<file path="config.mk">
export PLATFORM = sky130hd
export DESIGN_NAME = mem_arbiter
export DESIGN_NICKNAME = d
export VERILOG_FILES = /design/src/rtl/mem_arbiter.sv
export SDC_FILE = /design/constraint.sdc
export NUM_CORES = 1
export LEC_CHECK = 0
export ABC_AREA = 1
export CAP_MARGIN = 10
export CORE_UTILIZATION = 39
export DETAILED_ROUTE_END_ITERATION = 12
export PLACE_DENSITY = 0.88
export SYNTH_ARGS = -nofsm -noshare
export SYNTH_HDL_FRONTEND = slang
export SYNTH_SLANG_ARGS = --single-unit
export TNS_END_PERCENT = 10
</file>
<file path="constraint.sdc">
create_clock -name clk -period 1.7 [get_ports clk]
set_clock_uncertainty 0.2 [all_clocks]
set_input_delay 0.17 -clock clk [delete_from_list [all_inputs] [get_ports clk]]
set_output_delay 0.17 -clock clk [all_outputs]
set_load 0.01 [all_outputs]
</file>
<file path="src/rtl/mem_arbiter.sv">
// mem_arbiter
// Shares one single-port synchronous memory between the instruction-fetch
// path, the data (load/store) path and an optional debug/loader port.
// Every access walks the fixed sequence IDLE -> ISSUE -> CAPTURE -> ACK,
// and the winner of each IDLE cycle is picked round-robin.
// Optional feature: define MEM_ARB_DBG_EN to let the debug/loader port
// take part in arbitration as requester 2. Without it the dbg_* inputs
// are ignored and dbg_ack/dbg_rdata stay at zero.
module mem_arbiter #(
   parameter int unsigned AW = 5,
   parameter int unsigned DW = 8
) (
   input  logic          clk,
   input  logic          rst,
   // instruction fetch (read only)
   input  logic          if_req,
   input  logic [AW-1:0] if_addr,
   output logic          if_ack,
   output logic [DW-1:0] if_rdata,
   // data path
   input  logic          da_req,
   input  logic          da_we,
   input  logic [AW-1:0] da_addr,
   input  logic [DW-1:0] da_wdata,
   output logic          da_ack,
   output logic [DW-1:0] da_rdata,
   // debug / loader
   input  logic          dbg_req,
   input  logic          dbg_we,
   input  logic [AW-1:0] dbg_addr,
   input  logic [DW-1:0] dbg_wdata,
   output logic          dbg_ack,
   output logic [DW-1:0] dbg_rdata,
   // memory macro
   output logic          mem_en,
   output logic          mem_we,
   output logic [AW-1:0] mem_addr,
   output logic [DW-1:0] mem_wdata,
   input  logic [DW-1:0] mem_rdata,
   // status
   output logic          busy,
   output logic [1:0]    grant_id
);

   localparam logic [1:0] ID_IF   = 2'd0;
   localparam logic [1:0] ID_DA   = 2'd1;
   localparam logic [1:0] ID_DBG  = 2'd2;
   localparam logic [1:0] ID_NONE = 2'd3;

`ifdef MEM_ARB_DBG_EN
   localparam int unsigned NREQ    = 3;
   localparam logic [1:0]  LAST_ID = ID_DBG;
`else
   localparam int unsigned NREQ    = 2;
   localparam logic [1:0]  LAST_ID = ID_DA;
`endif

   typedef enum logic [1:0] {
      ST_IDLE,
      ST_ISSUE,
      ST_CAPTURE,
      ST_ACK
   } state_t;

   state_t        r_state;
   state_t        w_state_nxt;

   // round-robin pointer and the latched access of the current winner
   logic [1:0]    r_last_gnt;
   logic [1:0]    r_win;
   logic [1:0]    r_grant_id;
   logic          r_we;
   logic [AW-1:0] r_addr;
   logic [DW-1:0] r_wdata;

   logic [DW-1:0] r_if_rdata;
   logic [DW-1:0] r_da_rdata;

   logic [3:0]    w_req;
   logic          w_found;
   logic [1:0]    w_win;
   logic [1:0]    w_cand;
   logic          w_sel_we;
   logic [AW-1:0] w_sel_addr;
   logic [DW-1:0] w_sel_wdata;
   logic          w_issue;
   logic          w_ack;

`ifdef MEM_ARB_DBG_EN
   logic [DW-1:0] r_dbg_rdata;
   assign w_req = {1'b0, dbg_req, da_req, if_req};
`else
   // debug port is not part of this build; its inputs are deliberately dropped
   logic          w_unused_dbg;
   assign w_unused_dbg = ^{dbg_req, dbg_we, dbg_addr, dbg_wdata};
   assign w_req = {1'b0, 1'b0, da_req, if_req};
`endif

   // round-robin search: walk the candidates starting after the last winner
   always_comb begin
      w_found = 1'b0;
      w_win   = ID_IF;
      w_cand  = r_last_gnt;
      for (int unsigned k = 0; k < NREQ; k++) begin
         w_cand = (w_cand == LAST_ID) ? ID_IF : w_cand + 2'd1;
         if (!w_found && w_req[w_cand]) begin
            w_found = 1'b1;
            w_win   = w_cand;
         end
      end
   end

   // select the winning requester's address, direction and write data
   always_comb begin
      w_sel_we    = 1'b0;
      w_sel_addr  = '0;
      w_sel_wdata = '0;
      case (w_win)
         ID_IF: begin
            w_sel_addr = if_addr;
         end
         ID_DA: begin
            w_sel_we    = da_we;
            w_sel_addr  = da_addr;
            w_sel_wdata = da_wdata;
         end
`ifdef MEM_ARB_DBG_EN
         ID_DBG: begin
            w_sel_we    = dbg_we;
            w_sel_addr  = dbg_addr;
            w_sel_wdata = dbg_wdata;
         end
`endif
         default: begin
            w_sel_we = 1'b0;
         end
      endcase
   end

   // next-state logic: the sequence never branches once an access is granted
   always_comb begin
      w_state_nxt = r_state;
      case (r_state)
         ST_IDLE:    if (w_found) w_state_nxt = ST_ISSUE;
         ST_ISSUE:   w_state_nxt = ST_CAPTURE;
         ST_CAPTURE: w_state_nxt = ST_ACK;
         ST_ACK:     w_state_nxt = ST_IDLE;
         default:    w_state_nxt = ST_IDLE;
      endcase
   end

   // state register, access latch, grant id and round-robin pointer
   always_ff @(posedge clk) begin
      if (rst) begin
         r_state    <= ST_IDLE;
         r_last_gnt <= LAST_ID;
         r_win      <= ID_IF;
         r_grant_id <= ID_NONE;
         r_we       <= 1'b0;
         r_addr     <= '0;
         r_wdata    <= '0;
      end else begin
         r_state <= w_state_nxt;
         if (r_state == ST_IDLE && w_found) begin
            r_win      <= w_win;
            r_grant_id <= w_win;
            r_we       <= w_sel_we;
            r_addr     <= w_sel_addr;
            r_wdata    <= w_sel_wdata;
         end
         if (r_state == ST_ACK) begin
            r_last_gnt <= r_win;
            r_grant_id <= ID_NONE;
         end
      end
   end

   // read data capture into the winner's return register at the end of CAPTURE
   always_ff @(posedge clk) begin
      if (rst) begin
         r_if_rdata  <= '0;
         r_da_rdata  <= '0;
`ifdef MEM_ARB_DBG_EN
         r_dbg_rdata <= '0;
`endif
      end else if (r_state == ST_CAPTURE && !r_we) begin
         case (r_win)
            ID_IF: r_if_rdata <= mem_rdata;
            ID_DA: r_da_rdata <= mem_rdata;
`ifdef MEM_ARB_DBG_EN
            ID_DBG: r_dbg_rdata <= mem_rdata;
`endif
            default: ;
         endcase
      end
   end

   assign w_issue   = (r_state == ST_ISSUE);
   assign w_ack     = (r_state == ST_ACK);

   assign mem_en    = w_issue;
   assign mem_we    = w_issue & r_we;
   assign mem_addr  = r_addr;
   assign mem_wdata = r_wdata;

   assign busy      = (r_state != ST_IDLE);
   assign grant_id  = r_grant_id;

   assign if_ack    = w_ack && (r_win == ID_IF);
   assign da_ack    = w_ack && (r_win == ID_DA);
   assign if_rdata  = r_if_rdata;
   assign da_rdata  = r_da_rdata;

`ifdef MEM_ARB_DBG_EN
   assign dbg_ack   = w_ack && (r_win == ID_DBG);
   assign dbg_rdata = r_dbg_rdata;
`else
   assign dbg_ack   = 1'b0;
   assign dbg_rdata = '0;
`endif

endmodule

</file>
==> impl_summary.txt, run 1 <==
----------------------------------------------------
[Global routing]
  Met3 Usage GRT ... 3.83%
  Sum of overflow across all layers after global routing ... 0
  Largest net degree at the start of global routing ... 22
  Met1 GRT Util ... 20.7%
  First-pass GRT wire length ... 6310 um
  Global Route met2 Usage ... 32.0%
  Number of global-route vias before repair ... 1470
  Overall Global Routing Usage ... 18.2%
  Antenna violations before repair ... 0
  Layer carrying the most global-route usage ... met2

[Timing]
  Minimum period implied by the final worst setup slack ... 1.65 ns
  Final hold slack ... 0.234 ns
  Highest attainable clock frequency ... 0.606 GHz
  Setup repair after global routing missed its margin ... true
  Final worst setup slack ... 0.0498 ns
  Share of the clock period used by the worst path ... 97.1%
  Max-slew violation count ... 0
  TNS Setup ... 0 ns
  Setup-violating endpoint count in the final report ... 0
  Fin. Hold Viols ... 0

[Synthesis]
  Distinct cell type count after synthesis ... 23
  Flip-flop and latch count after synthesis ... 38
  Synth warn ... 0
  Sequential share of the synthesized area ... 44.2%
  Netlist area before placement ... 1720 um^2
  Mean post-synth cell area ... 7.52 um^2
  Top post-synthesis cells by area ... dfxtp_1 (44%), nand2_1 (12%), a21oi_1 (7.6%)
  Cell count after synthesis ... 229
  Area share of the largest cell type after synthesis ... 44.2%
  Most area-hungry cell type in the Yosys netlist ... dfxtp_1

[Clock network]
  CTS tree ... done
  Latest clock arrival within the worst-skew pair ... 0.28 ns
  CTS hold repair buffers ... 0
  Buffer count from post-CTS setup fixing ... 0
  H-tree depth reported by CTS ... 2
  Root Buffer ... clkbuf_8
  Clock sinks ... 38
  Maximum buffer depth of the clock tree ... 2
  Clock-pin slew reported for the worst setup and hold paths after clock tree synthesis ... 0.08 ns
  Total clock buffers created by CTS ... 5

[Setup path]
  Cell breakdown of the critical path ... ha_2, nor3b_2, clkdlybuf4s15_2
  Worst EP arrival ... 1.28 ns
  Slowest stage cell on the critical path ... dfxtp_1
  Largest incremental delay on the critical path ... 0.36 ns
  Required arrival time at the worst endpoint ... 1.33 ns
  Worst Path Max Fanout ... 4
  Category of the worst setup path launch point ... flop
  Category of the most critical setup path ... reg -> out
  Endpoint kind of the worst setup timing path ... output port

[Route]
  Remaining number of nets flagged by the antenna check after routing ... 0
  Routed wirelength normalized by instance count ... 11.3 um
  Vias after detailed routing ... 1632
  Detailed router's first-iteration violation count ... 98
  Avg Vias per Cell ... 4.58
  Routed wire length ... 4020 um
  TritonRoute pass-1 iters ... 4
  DR DRC count ... 0

[Floorplanning]
  Std cell rows ... 23
  Placeable core region ... 4120 um^2
  Starting density of the core ... 41.9%
  Horizontal die dimension ... 68.5 um
  Die Ht ... 68.5 um
  Floorplan die area ... 4690 um^2
  Number of placed I/O pins ... 91

[Placed design]
  PortBufs ... 66
  Final GP Congestion ... 0.762
  Placement-stage worst setup slack ... -0.00109 ns
  Detailed Place HPWL ... 3050 um

[Layout]
  Number of diodes ... 0
  Fill count ... 376
  Layout overhead on the synthesized area ... 46.3%
  Highest-count cells in the layout ignoring fill and taps ... clkdlybuf4s50_1 (61), nand2_1 (57), dfxtp_1 (37), inv_1 (30), a21oi_1 (26)
  Most common cell after layout, fill and taps aside ... clkdlybuf4s50_1
  Count of nets after finishing ... 357
  Fraction of final layout cells sized beyond drive strength 1 ... 10.5%

[Power]
  Leak ... 1.08 nW
  Worst-case vdd ir drop ... 0.607 mV
  Pwr dens ... 1170 nW/um^2

[Run status]
  Result of the run ... finished, final reports clean

[Flow run]
  Max_cap viols ... 0

[Min path]
  Tightest Hold Check Type ... in -> reg

----------------------------------------------------
[worst paths after layout]
kind / startpoint / to / slack, ns / cells past startpoint
min reg2reg: da_rdata[1] / da_rdata[1] / 0.25 / 2
max: r_state[1] / if_ack / 0.05 / 3
max reg2reg: r_state[1] / da_rdata[2] / 0.11 / 7
min: da_wdata[7] / mem_wdata[7] / 0.23 / 3
[cell families after synthesis]
| family | count (synthesis) | synth area share [%] |
|---|---|---|
| compound gates | 36 | 10.7 |
| other cells | 1 | 0.218 |
| flops | 38 | 44.2 |
| simple gates | 103 | 27.5 |
| fa+ha+maj | 5 | 3.63 |
| buf+inv | 46 | 13.8 |
[power by group]
part | leakage (nW) | switching [mW] | total (mW) | internal, mW
combinational | 0.723 | 0.631 | 1.23 | 0.596
sequential | 0.310 | 0.0896 | 1.14 | 1.05
clock | 0.0438 | 0.305 | 0.580 | 0.275
total | 1.08 | 1.03 | 2.95 | 1.92
[state kept, by name, summed over array words and instances, names as in the netlist]
register / count
da_rdata: 8
mem_wdata: 8
r_we: 1
r_win: 2
r_state: 2
grant_id: 2
if_rdata: 8
r_last_gnt: 2
mem_addr: 5
[critical path, delay by kind of cell, from the launching register on]
| kind | cells | cell delay (ns) |
|---|---|---|
| flip-flops | 1 | 0.36 |
| buffers and inverters | 1 | 0.24 |
| adder cells (fa/ha/maj) | 1 | 0.21 |
| AND/OR/NAND/NOR | 1 | 0.18 |
[synth_stat cells, drive strengths merged]
cell    instances
a211oi          1
a21oi          26
buf            13
clkbuf          3
conb            1
dfxtp          38
ha              5
inv            30
nand2          59
nand3          16
nor2           27
nor3b           1
o211ai          1
o21ai           8
[cell type report]
class | instances | area (um^2) | share of cell area (%)
tap | 50 | 62.6 | 2.48
sequential | 38 | 762 | 30.2
multi-input combinational | 153 | 764 | 30.3
timing repair buffer | 78 | 741 | 29.4
clock inverter | 2 | 10.0 | 0.397
inverter | 30 | 113 | 4.47
clock buffer | 5 | 68.8 | 2.73
[layer usage]
layer	vias up	wire, um
li1	846	-
met1	733	1730
met2	46	2030
met3	7	192
met4	0	67
met5	-	0
[per-stage QoR]
stage	cells	instance area [um^2]	power, mW	util, %
floorplan	237	1750	1.88	-
global placement	349	2440	2.37	59.3
detailed placement	349	2440	2.41	59.3
CTS	356	2520	2.98	61.3
global route	356	2520	3.16	61.3
finish	356	2520	2.95	61.3
[timing repair]
item | 4_1_cts | 5_1_grt
resized for setup | 11 | 10
pin swaps | 0 | 1
endpoints found under the setup margin | 5 | 11
Note: power is estimated with default switching activity, not from simulation.
==> run 2: changes to the inputs <==
CORE_UTILIZATION = 42   (was 39)
PLACE_DENSITY = 0.93   (was 0.88)
clock period = 2.1 ns   (was 1.7 ns; I/O delays follow)
==> run 2 against run 1 <==
  * Core utilization up 4.8 points
  * Setup slack better by 0.088 ns
  * Highest routed layer unchanged
  * Via count down 2.8%
==> impl_summary.txt, run 2 (synthesis results as in run 1) <==
----------------------------------------------------
[Run status]
  Result of the run ... finished, final reports clean (unchanged)

[Setup path]
  Crit path top cell by count ... inv_1
  Worst Path Max Fanout ... 4 (unchanged)
  Largest incremental delay on the critical path ... 0.52 ns (was 0.36 ns)
  Worst EP arrival ... 1.55 ns (was 1.28 ns)
  Required arrival time at the worst endpoint ... 1.69 ns (was 1.33 ns)
  Cell breakdown of the critical path ... inv_1, ha_1, nand2_1, inv_1, clkdlybuf4s50_1 (was ha_2, nor3b_2, clkdlybuf4s15_2)
  Buffers and inverters on the worst path ... 3 (was 1)
  Slowest stage cell on the critical path ... clkdlybuf4s50_1 (was dfxtp_1)
  Category of the worst setup path launch point ... flop (unchanged)
  Category of the most critical setup path ... reg -> out (unchanged)
  Endpoint kind of the worst setup timing path ... output port (unchanged)
  Worst path top cell family by delay ... buffers and inverters (was flip-flops)

[Timing]
  Final hold slack ... 0.247 ns (was 0.234 ns)
  Max-slew violation count ... 0 (unchanged)
  Minimum period implied by the final worst setup slack ... 1.96 ns
  Share of the clock period used by the worst path ... 93.4%
  Highest attainable clock frequency ... 0.510 GHz
  TNS Setup ... 0 ns (unchanged)
  Setup repair after global routing missed its margin ... false (was true)
  Setup-violating endpoint count in the final report ... 0 (unchanged)
  Fin. Hold Viols ... 0 (unchanged)

[Global routing]
  Sum of overflow across all layers after global routing ... 0 (unchanged)
  Number of global-route vias before repair ... 1473 (was 1470)
  Antenna violations before repair ... 0 (unchanged)
  First-pass GRT wire length ... 6420 um (was 6310 um)
  Overall Global Routing Usage ... 19.5% (was 18.2%)
  Largest net degree at the start of global routing ... 19 (was 22)

[Floorplanning]
  Number of placed I/O pins ... 91 (unchanged)
  Std cell rows ... 22 (was 23)
  Floorplan die area ... 4360 um^2 (was 4690 um^2)
  Die Ht ... 66.1 um (was 68.5 um)
  Horizontal die dimension ... 66.1 um (was 68.5 um)
  Starting density of the core ... 45.4% (was 41.9%)
  Placeable core region ... 3800 um^2 (was 4120 um^2)

[Layout]
  Most common cell after layout, fill and taps aside ... clkdlybuf4s50_1 (unchanged)
  Layout overhead on the synthesized area ... 45.7% (was 46.3%)
  Highest-count cells in the layout ignoring fill and taps ... clkdlybuf4s50_1 (63), nand2_1 (57), dfxtp_1 (36), inv_1 (30), a21oi_1 (26) (was clkdlybuf4s50_1 (61), nand2_1 (57), dfxtp_1 (37), inv_1 (30), a21oi_1 (26))
  Combined flip-flop and latch cell area ... 763 um^2 (was 762 um^2)
  Area occupied by multi-input gates ... 767 um^2 (was 764 um^2)
  Number of diodes ... 0 (unchanged)
  Cell area after layout ... 2510 um^2 (was 2520 um^2)
  Count of nets after finishing ... 349 (was 357)
  Fraction of final layout cells sized beyond drive strength 1 ... 6.71% (was 10.5%)
  Fill count ... 313 (was 376)
  Utilization after layout ... 66.1% (was 61.3%)

[Placed design]
  PortBufs ... 66 (unchanged)
  Final GP Congestion ... 0.822 (was 0.762)
  Detailed Place HPWL ... 2940 um (was 3050 um)
  Total placed instance area ... 2380 um^2 (was 2440 um^2)

[Route]
  Vias after detailed routing ... 1586 (was 1632)
  Remaining number of nets flagged by the antenna check after routing ... 0 (unchanged)
  Detailed router's first-iteration violation count ... 104 (was 98)
  Routed wirelength normalized by instance count ... 11.5 um (was 11.3 um)
  Avg Vias per Cell ... 4.58 (about the same)
  DR DRC count ... 0 (unchanged)
  Routed wire length ... 3990 um (was 4020 um)
  TritonRoute pass-1 iters ... 4 (unchanged)

[Power]
  Pwr dens ... 998 nW/um^2 (was 1170 nW/um^2)
  Total power consumption of the routed design ... 2.50 mW (was 2.95 mW)
  Leak ... 1.08 nW (about the same)
  Worst-case vdd ir drop ... 0.696 mV (was 0.607 mV)

[Clock network]
  Total clock buffers created by CTS ... 5 (unchanged)
  CTS hold repair buffers ... 0 (unchanged)
  Maximum buffer depth of the clock tree ... 2 (unchanged)
  Latest clock arrival within the worst-skew pair ... 0.29 ns (was 0.28 ns)
  Buffer count from post-CTS setup fixing ... 0 (unchanged)
  H-tree depth reported by CTS ... 2 (unchanged)
  CTS tree ... done (unchanged)
  Clock sinks ... 38 (unchanged)
  Clock-pin slew reported for the worst setup and hold paths after clock tree synthesis ... 0.07 ns (was 0.08 ns)
  Root Buffer ... clkbuf_8 (unchanged)

[Flow run]
  Max_cap viols ... 0 (unchanged)

[Min path]
  Tightest Hold Check Type ... reg -> reg (was in -> reg)

----------------------------------------------------
-- run 2: per-layer routing --
metal	up-vias	global-route usage, %	wire, um
li1	832	-	-
met1	702	22.5	1740
met2	45	34.8	2010
met3	7	5.69	199
met4	0	5.32	45
met5	-	0	0
-- run 2: metrics by stage --
| stage | std cells | setup WS (ns) |
|---|---|---|
| 2_1_floorplan | 237 | 0.601 |
| 3_3_place_gp | 339 | 0.294 |
| 3_5_place_dp | 339 | 0.304 |
| 4_1_cts | 346 | 0.0314 |
| 5_1_grt | 346 | 0.0497 |
| 6_report | 346 | 0.138 |
-- run 2: worst reg2reg max path, cell delays in order, from the launching register on --
cell     delay (ns)
dfxtp_2        0.35
inv_1          0.11
ha_1           0.18
inv_1          0.10
nor2_8         0.18
nand3_4        0.18
o21ai_0        0.20
a21oi_1        0.06
-- run 2: layout make-up --
class	instances	area share (%)
inverter	30	4.49
clock inverter	1	1.20
timing repair buffer	70	27.7
tap	48	2.39
multi-input combinational	153	30.6
sequential	38	30.4
clock buffer	6	3.29
-- run 2: path summary, 6_finish.rpt --
path	to	startpoint	cells past startpoint	slack, ns
worst min register to register	da_rdata[6]	da_rdata[6]	2	0.25
worst max-delay path	mem_we	r_state[1]	5	0.14
worst min-delay path	da_rdata[6]	da_rdata[6]	2	0.25
worst max register to register	da_rdata[7]	r_state[0]	7	0.43
-- run 2: timing repair --
item                                    in CTS  in global routing
hold endpoints to repair                     0                  0
endpoints found under the setup margin       1                  2
resized for setup                            2                  5
-- run 2: power breakdown --
group / leakage (nW) / internal (mW) / switching [mW]
logic: 0.709 / 0.445 / 0.492
registers: 0.311 / 0.852 / 0.0879
clock network: 0.0573 / 0.380 / 0.248
==> run 3: changes to the inputs <==
==> constraint.sdc (replaced) <==
create_clock -name clk -period 2.1 [get_ports clk]
set_clock_uncertainty 0.2 [all_clocks]
set_input_delay 0.21 -clock clk [delete_from_list [all_inputs] [get_ports clk]]
set_output_delay 0.21 -clock clk [all_outputs]
set_load 0.02 [all_outputs]
==> run 3 against run 2 <==
  * Cell count grew 0.29%
  * Core utilization shrank 1.1 points
  * Sequential share of layout area grew 0.41 points
  * Register-to-register slack gained 0.02 ns
  * Final area shrank 1.6%
  * Die area is the same
  * Clock power shrank 17%
  * First-iteration DRC count shrank 23%
  * Sequential cell count is the same
  * Critical path depth shrank 2
  * Largest cell class is now registers
  * Largest power group is now combinational logic
==> impl_summary.txt, run 3 (synthesis results as in run 1) <==
----------------------------------------------------
[Route]
  Remaining number of nets flagged by the antenna check after routing ... 0 (unchanged)
  Vias after detailed routing ... 1581 (was 1586)
  Detailed router's first-iteration violation count ... 80 (was 104)
  Routed wirelength normalized by instance count ... 11.2 um (was 11.5 um)
  Routed wire length ... 3900 um (was 3990 um)
  Avg Vias per Cell ... 4.56 (was 4.58)
  TritonRoute pass-1 iters ... 4 (unchanged)
  DR DRC count ... 0 (unchanged)

[Clock network]
  Buffer count from post-CTS setup fixing ... 0 (unchanged)
  Total clock buffers created by CTS ... 5 (unchanged)
  CTS tree ... done (unchanged)
  CTS hold repair buffers ... 0 (unchanged)
  Clock-pin slew reported for the worst setup and hold paths after clock tree synthesis ... 0.07 ns (about the same)
  Maximum buffer depth of the clock tree ... 2 (unchanged)
  Clock sinks ... 38 (unchanged)
  Root Buffer ... clkbuf_8 (unchanged)
  H-tree depth reported by CTS ... 2 (unchanged)
  Latest clock arrival within the worst-skew pair ... 0.29 ns (about the same)

[Placed design]
  PortBufs ... 66 (unchanged)
  Final GP Congestion ... 0.829 (was 0.822)
  Detailed Place HPWL ... 2980 um (was 2940 um)
  Number of placed cells counting well taps ... 339 (unchanged)

[Floorplanning]
  Floorplan die area ... 4360 um^2 (unchanged)
  Starting density of the core ... 45.4% (unchanged)
  Horizontal die dimension ... 66.1 um (unchanged)
  Number of placed I/O pins ... 91 (unchanged)
  Die Ht ... 66.1 um (unchanged)
  Placeable core region ... 3800 um^2 (unchanged)
  Std cell rows ... 22 (unchanged)

[Layout]
  Most common cell after layout, fill and taps aside ... clkdlybuf4s50_1 (unchanged)
  Area occupied by multi-input gates ... 754 um^2 (was 767 um^2)
  Utilization after layout ... 65.0% (was 66.1%)
  Combined flip-flop and latch cell area ... 761 um^2 (was 763 um^2)
  Number of diodes ... 0 (unchanged)
  Fraction of final layout cells sized beyond drive strength 1 ... 5.69% (was 6.71%)
  Final cell count without fillers ... 347 (was 346)
  Highest-count cells in the layout ignoring fill and taps ... clkdlybuf4s50_1 (62), nand2_1 (57), dfxtp_1 (38), inv_1 (30), a21oi_1 (26) (was clkdlybuf4s50_1 (63), nand2_1 (57), dfxtp_1 (36), inv_1 (30), a21oi_1 (26))
  Count of nets after finishing ... 349 (unchanged)
  Layout overhead on the synthesized area ... 43.3% (was 45.7%)
  Fill count ... 338 (was 313)

[Power]
  Total power consumption of the routed design ... 2.47 mW (was 2.50 mW)
  Leak ... 1.06 nW (was 1.08 nW)
  Pwr dens ... 999 nW/um^2 (was 998 nW/um^2)
  Worst-case vdd ir drop ... 0.698 mV (was 0.696 mV)

[Setup path]
  Endpoint kind of the worst setup timing path ... output port (unchanged)
  Required arrival time at the worst endpoint ... 1.69 ns (about the same)
  Worst Path Max Fanout ... 4 (unchanged)
  Worst EP arrival ... 1.54 ns (was 1.55 ns)
  Category of the most critical setup path ... reg -> out (unchanged)
  Category of the worst setup path launch point ... flop (unchanged)
  Reg-to-reg critical path startpoint ... r_state[0] (unchanged)
  Critical path startpoint ... r_state[1] (unchanged)

[Min path]
  Tightest Hold Check Type ... reg -> reg (unchanged)
  Start point of the worst min-delay path ... da_rdata[4] (was da_rdata[6])

[Global routing]
  Sum of overflow across all layers after global routing ... 0 (unchanged)
  Antenna violations before repair ... 0 (unchanged)
  First-pass GRT wire length ... 6390 um (was 6420 um)
  Number of global-route vias before repair ... 1459 (was 1473)
  Largest net degree at the start of global routing ... 19 (unchanged)
  Overall Global Routing Usage ... 19.7% (was 19.5%)

[Timing]
  Share of the clock period used by the worst path ... 92.6% (was 93.4%)
  Setup repair after global routing missed its margin ... false (unchanged)
  Setup-violating endpoint count in the final report ... 0 (unchanged)
  Minimum period implied by the final worst setup slack ... 1.95 ns (was 1.96 ns)
  Max-slew violation count ... 0 (unchanged)
  TNS Setup ... 0 ns (unchanged)
  Highest attainable clock frequency ... 0.514 GHz (was 0.510 GHz)
  Fin. Hold Viols ... 0 (unchanged)

[Run status]
  Result of the run ... finished, final reports clean (unchanged)

[Flow run]
  Max_cap viols ... 0 (unchanged)

----------------------------------------------------
run 3: changes by cell type in the layout (fill, tap and decap cells not counted), sizes merged:
cell	previous run	this run
clkinv	0	1
clkbuf	6	7
bufinv	1	0
dlygate4sd2	1	3
clkdlybuf4s50	63	62
dlymetal6s2s	2	1
run 3: area by class of cell:
| cell class | count | share of cell area [%] |
|---|---|---|
| timing repair buffer | 70 | 27.9 |
| tap | 48 | 2.43 |
| inverter | 30 | 4.56 |
| multi-input combinational | 153 | 30.6 |
| clock inverter | 1 | 0.203 |
| clock buffer | 7 | 3.50 |
| sequential | 38 | 30.8 |
run 3: where the power goes:
part	total (mW)	leakage, nW	switching, mW	internal (mW)
sequential	0.928	0.310	0.0802	0.848
combinational	1.02	0.706	0.584	0.433
clock	0.520	0.0482	0.255	0.265
run 3: critical path: stages, from the launching register on:
cell	delay [ns]
dfxtp_1	0.35
inv_1	0.11
ha_1	0.18
clkdlybuf4s50_1	0.61
run 3: path summary, 6_finish.rpt:
kind | to | slack, ns | cells past startpoint
worst max-delay path | mem_en | 0.15 | 3
worst min-delay path | da_rdata[4] | 0.25 | 2
worst max register to register | da_rdata[3] | 0.45 | 7
worst min register to register | da_rdata[4] | 0.25 | 2
run 3: per-stage QoR:
stage	cell area (um^2)	hold slack (ns)	setup WS (ns)
finish	2470	0.247	0.155
global route	2470	0.273	0.0517
CTS	2470	0.250	0.0465
detailed placement	2380	0.239	0.210
global placement	2380	0.233	0.233
floorplan	1750	0.115	0.556
run 3: metal layers:
layer | part of all wire, % | GRT usage (%) | vias to the layer above
met5 | 0 | 0 | -
met4 | 1.6 | 7.98 | 0
met3 | 4.7 | 4.66 | 7
met2 | 48 | 34.3 | 43
met1 | 46 | 22.9 | 698
li1 | - | - | 833
run 3: repair_timing:
action	4_1_cts	5_1_grt
endpoints found under the setup margin	3	1
gates cloned	0	0
gates resized for setup	3	1
